File: src/rtl/mem_dma_arb_pkg.sv
// rtl/mem_dma_arb_pkg.sv - shared types and defaults for the console-bus DMA arbiter
package mem_dma_arb_pkg;

  typedef enum logic [2:0] {
    IDLE   = 3'd0,
    SYNC   = 3'd1,
    SETUP  = 3'd2,
    ACCESS = 3'd3,
    HOLD   = 3'd4,
    ACK    = 3'd5
  } state_t;

  localparam logic [1:0] TGT_PRG = 2'd0;
  localparam logic [1:0] TGT_CHR = 2'd1;
  localparam logic [1:0] TGT_SRM = 2'd2;
  localparam logic [1:0] TGT_RSV = 2'd3;

  localparam int STROBE_LEN_DEF = 4;
  localparam int FREE_TMO_DEF   = 100;

endpackage

File: src/rtl/mem_dma_arb_m2_phase_det.sv
// rtl/mem_dma_arb_m2_phase_det.sv - M2 synchroniser, edge detect and stopped-clock timeout
module m2_phase_det
  import mem_dma_arb_pkg::*;
#(
  parameter int FREE_TMO = FREE_TMO_DEF
) (
  input  logic clk,
  input  logic rst,
  input  logic m2,
  output logic fall,
  output logic rise,
  output logic free_mode
);

  localparam int GW = $clog2(FREE_TMO + 1);
  localparam logic [GW-1:0] GAP_MAX = GW'(FREE_TMO);

  logic [1:0]    m2_s;
  logic [GW-1:0] gap;
  logic          fall_c;
  logic          rise_c;

  assign fall_c    = m2_s[1] & ~m2_s[0];
  assign rise_c    = ~m2_s[1] & m2_s[0];
  assign free_mode = (gap == GAP_MAX);

  // Edge pulses are registered for the FSM; the gap counter clears from the raw
  // detect so free_mode is already low when the FSM sees the edge.
  always_ff @(posedge clk) begin
    if (rst) begin
      m2_s <= 2'b00;
      gap  <= '0;
      fall <= 1'b0;
      rise <= 1'b0;
    end else begin
      m2_s <= {m2_s[0], m2};
      fall <= fall_c;
      rise <= rise_c;
      if (fall_c || rise_c) begin
        gap <= '0;
      end else if (gap != GAP_MAX) begin
        gap <= gap + 1'b1;
      end
    end
  end

endmodule

File: src/rtl/mem_dma_arb.sv
// rtl/mem_dma_arb.sv - DMA access arbiter slotting memory cycles into the M2 low phase
module mem_dma_arb
  import mem_dma_arb_pkg::*;
#(
  parameter int STROBE_LEN = STROBE_LEN_DEF,
  parameter int FREE_TMO   = FREE_TMO_DEF
) (
  input  logic        clk,
  input  logic        rst,
  input  logic        m2,
  input  logic        dma_req,
  input  logic        dma_we,
  input  logic [1:0]  dma_tgt,
  input  logic [22:0] dma_addr,
  input  logic [7:0]  dma_wdat,
  input  logic [7:0]  mem_rdat,
  output logic        grant,
  output logic        req_prg,
  output logic        req_chr,
  output logic        req_srm,
  output logic        mem_ce,
  output logic        mem_oe,
  output logic        mem_we,
  output logic [22:0] mem_addr,
  output logic [7:0]  mem_wdat,
  output logic [7:0]  dma_rdat,
  output logic        dma_ack,
  output logic        free_mode
);

  localparam int CW = (STROBE_LEN > 1) ? $clog2(STROBE_LEN) : 1;
  localparam logic [CW-1:0] CNT_LAST = CW'(STROBE_LEN - 1);

  state_t        state;
  state_t        state_n;
  logic          we_l;
  logic [1:0]    tgt_l;
  logic [22:0]   addr_l;
  logic [7:0]    wdat_l;
  logic [CW-1:0] cnt;
  logic          fall;
  logic          rise;
  logic          abort;
  logic          capture;

  m2_phase_det #(.FREE_TMO(FREE_TMO)) u_phase (
    .clk       (clk),
    .rst       (rst),
    .m2        (m2),
    .fall      (fall),
    .rise      (rise),
    .free_mode (free_mode)
  );

  // An M2 rise before the strobe finishes means the console is about to drive the bus.
  assign abort   = rise && !free_mode && (state == SETUP || state == ACCESS);
  assign capture = (state == ACCESS) && (cnt == CNT_LAST) && !we_l && !abort;

  assign req_prg  = grant && (tgt_l == TGT_PRG || tgt_l == TGT_RSV);
  assign req_chr  = grant && (tgt_l == TGT_CHR);
  assign req_srm  = grant && (tgt_l == TGT_SRM);
  assign mem_addr = addr_l;
  assign mem_wdat = wdat_l;

  always_comb begin
    state_n = state;
    grant   = 1'b0;
    mem_ce  = 1'b0;
    mem_oe  = 1'b0;
    mem_we  = 1'b0;
    dma_ack = 1'b0;
    case (state)
      IDLE: begin
        if (dma_req) state_n = SYNC;
      end
      SYNC: begin
        if (fall || free_mode) state_n = SETUP;
      end
      SETUP: begin
        grant   = 1'b1;
        mem_ce  = 1'b1;
        state_n = abort ? SYNC : ACCESS;
      end
      ACCESS: begin
        grant  = 1'b1;
        mem_ce = 1'b1;
        mem_oe = ~we_l;
        mem_we = we_l;
        if (abort) begin
          state_n = SYNC;
        end else if (cnt == CNT_LAST) begin
          state_n = HOLD;
        end
      end
      HOLD: begin
        grant   = 1'b1;
        mem_ce  = 1'b1;
        state_n = ACK;
      end
      ACK: begin
        dma_ack = 1'b1;
        state_n = IDLE;
      end
      default: state_n = IDLE;
    endcase
  end

  always_ff @(posedge clk) begin
    if (rst) begin
      state    <= IDLE;
      we_l     <= 1'b0;
      tgt_l    <= TGT_PRG;
      addr_l   <= '0;
      wdat_l   <= '0;
      cnt      <= '0;
      dma_rdat <= '0;
    end else begin
      state <= state_n;
      if (state == IDLE && dma_req) begin
        we_l   <= dma_we;
        tgt_l  <= dma_tgt;
        addr_l <= dma_addr;
        wdat_l <= dma_wdat;
      end
      cnt <= (state == ACCESS) ? cnt + 1'b1 : '0;
      if (capture) dma_rdat <= mem_rdat;
    end
  end

endmodule

File: config.mk
export PLATFORM = sky130hd
export DESIGN_NAME = mem_dma_arb
export DESIGN_NICKNAME = d
export VERILOG_FILES = /design/src/rtl/mem_dma_arb_pkg.sv /design/src/rtl/mem_dma_arb_m2_phase_det.sv /design/src/rtl/mem_dma_arb.sv
export SDC_FILE = /design/constraint.sdc
export NUM_CORES = 1
export LEC_CHECK = 0
export BUFFER_PORTS_ARGS = -buffer_cell sky130_fd_sc_hd__buf_2
export CORE_UTILIZATION = 45
export CTS_BUF_LIST = sky130_fd_sc_hd__clkbuf_8
export CTS_CLUSTER_DIAMETER = 60
export DETAILED_ROUTE_END_ITERATION = 10
export PLACE_DENSITY = 0.89
export SYNTH_ARGS = -nofsm -noshare
export SYNTH_HDL_FRONTEND = slang
export SYNTH_SLANG_ARGS = --single-unit
File: constraint.sdc
create_clock -name clk -period 1.6 [get_ports clk]
set_clock_uncertainty 0.15 [all_clocks]
set_input_delay 0 -clock clk [delete_from_list [all_inputs] [get_ports clk]]
set_output_delay 0 -clock clk [all_outputs]
set_load 0.005 [all_outputs]
==> qor.txt <==
Chip Width: 75.2 um
CP endpoint: dma_rdat[1]
Power Density: 1150 nW/um^2
Final setup viols: 0
Critical Path Stages: 5
Crit Path Max Fanout: 8
CTS tree: yes
Final Hold Fails: 0
RD Place Congestion: 0.824
DRT Wirelength: 6030 um
Post-route setup TNS: 0 ps
Critical path, cell by cell: nand4bb_4 -> o21ai_4 -> and3_4 -> buf_12 -> mux2i_1
CP delay by family, top: simple AND/OR/NAND/NOR gates
Core area: 5140 um^2
Drt pass-1 iters: 4
Post-Layout Cell Count: 495
CTS max path bufs: 2
Most common cell after layout, fill and taps aside: buf_2
Post-DP Area: 2990 um^2
1st-iter DRT viols: 95
Worst slew margin: 81.9%
Worst path max stage delay: 340 ps
N_diodes: 0
Routed vias/inst: 4.77
Initial antenna violation count: 0
DRC viols: 0
H-tree depth: 3
Area of the multi-input gates: 1130 um^2
Slowest CP cell: dfxtp_2
Final Cycle Share: 95.3%
Setup slack at placement: -93.8 ps
Max Cap Viol: 0
Area growth syn-to-layout: 52.3%
Synth cell types: 31
IO Port Bufs: 93
Total die area: 5650 um^2
Antenna-violating nets left: 0
Fillers: 397
Largest net degree at the start of global routing: 35
Mean Syn Cell Area: 8.74 um^2
Initial core utilization: 46.9%
Leakage Power: 0.00167 uW
Design area: 3670 um^2
Num ports: 94
Root Driver: clkbuf_8
Syn nets: 329
VDD IR max: 716 uV
Max Slew Vio Count: 0
Fmax: 655 MHz
FF-to-FF setup slack: 70 ps
Critical R2R Launch: u_phase.gap[3]
GRT Overall Usage: 21.2%
Startpoint types: flip-flop
Min Hold Slack: 110 ps
Die H: 75.2 um
FF-to-FF path depth: 5
Kind of critical path: flip-flop to flip-flop
Clock Sinks: 58
Synth warn: 0
Worst path bufs/invs: 1
Clock-pin slew of the registers on the worst-case setup and hold paths: 60 ps
Synthesized area: 2410 um^2
RR Endpoint: dma_rdat[1]
Post-Syn Instances: 276
Number of global-route vias before repair: 2164
Worst Tran Pin Value: 272 ps
Number of synthesized register bits: 58
DP Cell Count: 435
Routed via count: 2360
HPWL after DPL: 3640 um
Crit path time final: 1530 ps
NumNets Final: 474
Outcome: finished, final reports clean
Layout cell share with drive strength beyond 1: 32.5%
Num rows: 26
Worst Path Required: 1700 ps
Critical Path Start: u_phase.gap[3]
Crit. End Element: flip-flop
Register area: 1160 um^2
Clock Latency Late Sink: 320 ps
WL/cell: 12.2 um
Unrepaired setup endpoints after global routing: false
CTS Buf Count: 9
Setup slack after layout: 74.4 ps
Overflow after GRT: 0
Sequential share of the synthesized area: 48.2%
First-pass GRT wire length: 8880 um
Commonest non-fill, non-tap cells in the layout: 93 x buf_2, 71 x nand2_1, 55 x dfxtp_1, 44 x dlygate4sd3_1, 35 x a21oi_1
Worst endpoint data arrival time: 1620 ps
Hold Path Class: primary input to flip-flop
## kinds of logic (layout without fill, tap and decap cells)
group / after synthesis / in the layout / share of synthesized area [%]
mux: 9 / 9 / 3.74
flops: 58 / 58 / 48.2
compound gates: 42 / 42 / 9.76
xor+xnor: 6 / 6 / 2.18
buf+inv: 25 / 174 / 6.12
fa+ha+maj: 7 / 7 / 3.63
simple gates: 129 / 129 / 26.4
## synthesized netlist by cell type
library cell	number	area share (%)
nand2_1	72	11
nand4_1	1	0.26
xnor2_1	1	0.36
a211o_1	1	0.36
nand2b_1	17	4.4
o21ai_0	1	0.21
o21ai_4	1	0.67
nor2_4	1	0.47
nor3b_1	1	0.31
nand4bb_4	1	1.1
buf_6	6	2.8
a21oi_1	36	7.5
dfxtp_1	58	48
buf_4	1	0.31
a211o_2	1	0.42
and2_1	1	0.26
nand3_1	5	1.0
nor2_1	10	1.6
nor4b_4	1	0.99
ha_1	7	3.6
clkbuf_1	7	1.1
and3_2	1	0.31
nor3_1	6	1.2
buf_2	4	0.83
a211oi_1	2	0.62
xor2_1	5	1.8
nor2b_1	8	2.1
nand3b_1	2	0.62
and3_1	2	0.52
inv_1	7	1.1
mux2i_1	9	3.7
## cell type report
type / count / share of cell area [%]
clock buffer: 12 / 4.50
inverter: 7 / 0.716
multi-input combinational: 193 / 30.9
timing repair buffer: 152 / 28.8
clock inverter: 3 / 1.06
sequential: 58 / 31.7
tap: 70 / 2.39
## how the worst min path moves through the flow
stage	startpoint	end	slack, ps	cells past startpoint
after detailed placement	m2	u_phase.m2_s[0]	80	2
final	dma_req	mem_wdat[1]	110	5
after floorplan	m2	u_phase.m2_s[0]	-20	1
after CTS	dma_req	mem_addr[2]	90	5
after global placement	m2	u_phase.m2_s[0]	80	2
after global routing	dma_req	mem_addr[18]	120	5
## layer usage
metal	share of wire [%]	up-vias	wire length (um)	track usage [%]
li1	-	1190	-	-
met1	40	1064	2430	22.3
met3	5.6	11	338	4.55
met4	2.1	0	127	12.6
met5	0	-	0	0
met2	52	95	3130	38.7
## stage by stage
step	power (uW)	util, %
floorplan	2430	-
finish	4210	71.4
CTS	4210	71.0
global route	4460	71.4
global placement	2720	58.1
detailed placement	2750	58.1
## tightest hold or removal path: stages
cell and delay, ps:
buf_2 120, nor4b_4 130, buf_12 150, nand2_1 70, a21oi_1 50
## timing repair
item	CTS	global route
hold buffers	44	0
pin swaps	1	4
setup endpoints to repair	13	10
resized for setup	4	8
endpoints found under the hold margin	45	0
buffers inserted	1	0
## registers in the layout, indices dropped and copies added (netlist names)
name and cells:
cnt 2, dma_rdat 8, mem_addr 23, mem_wdat 8
state 3, tgt_l 2, u_phase.fall 1, u_phase.gap 7
u_phase.m2_s 2, u_phase.rise 1, we_l 1
## report_power, final
group	internal (uW)	switching [uW]	total [uW]
clock network	830	528	1360
logic	526	552	1080
registers	1640	136	1770
(Power assumes the default switching activity.)
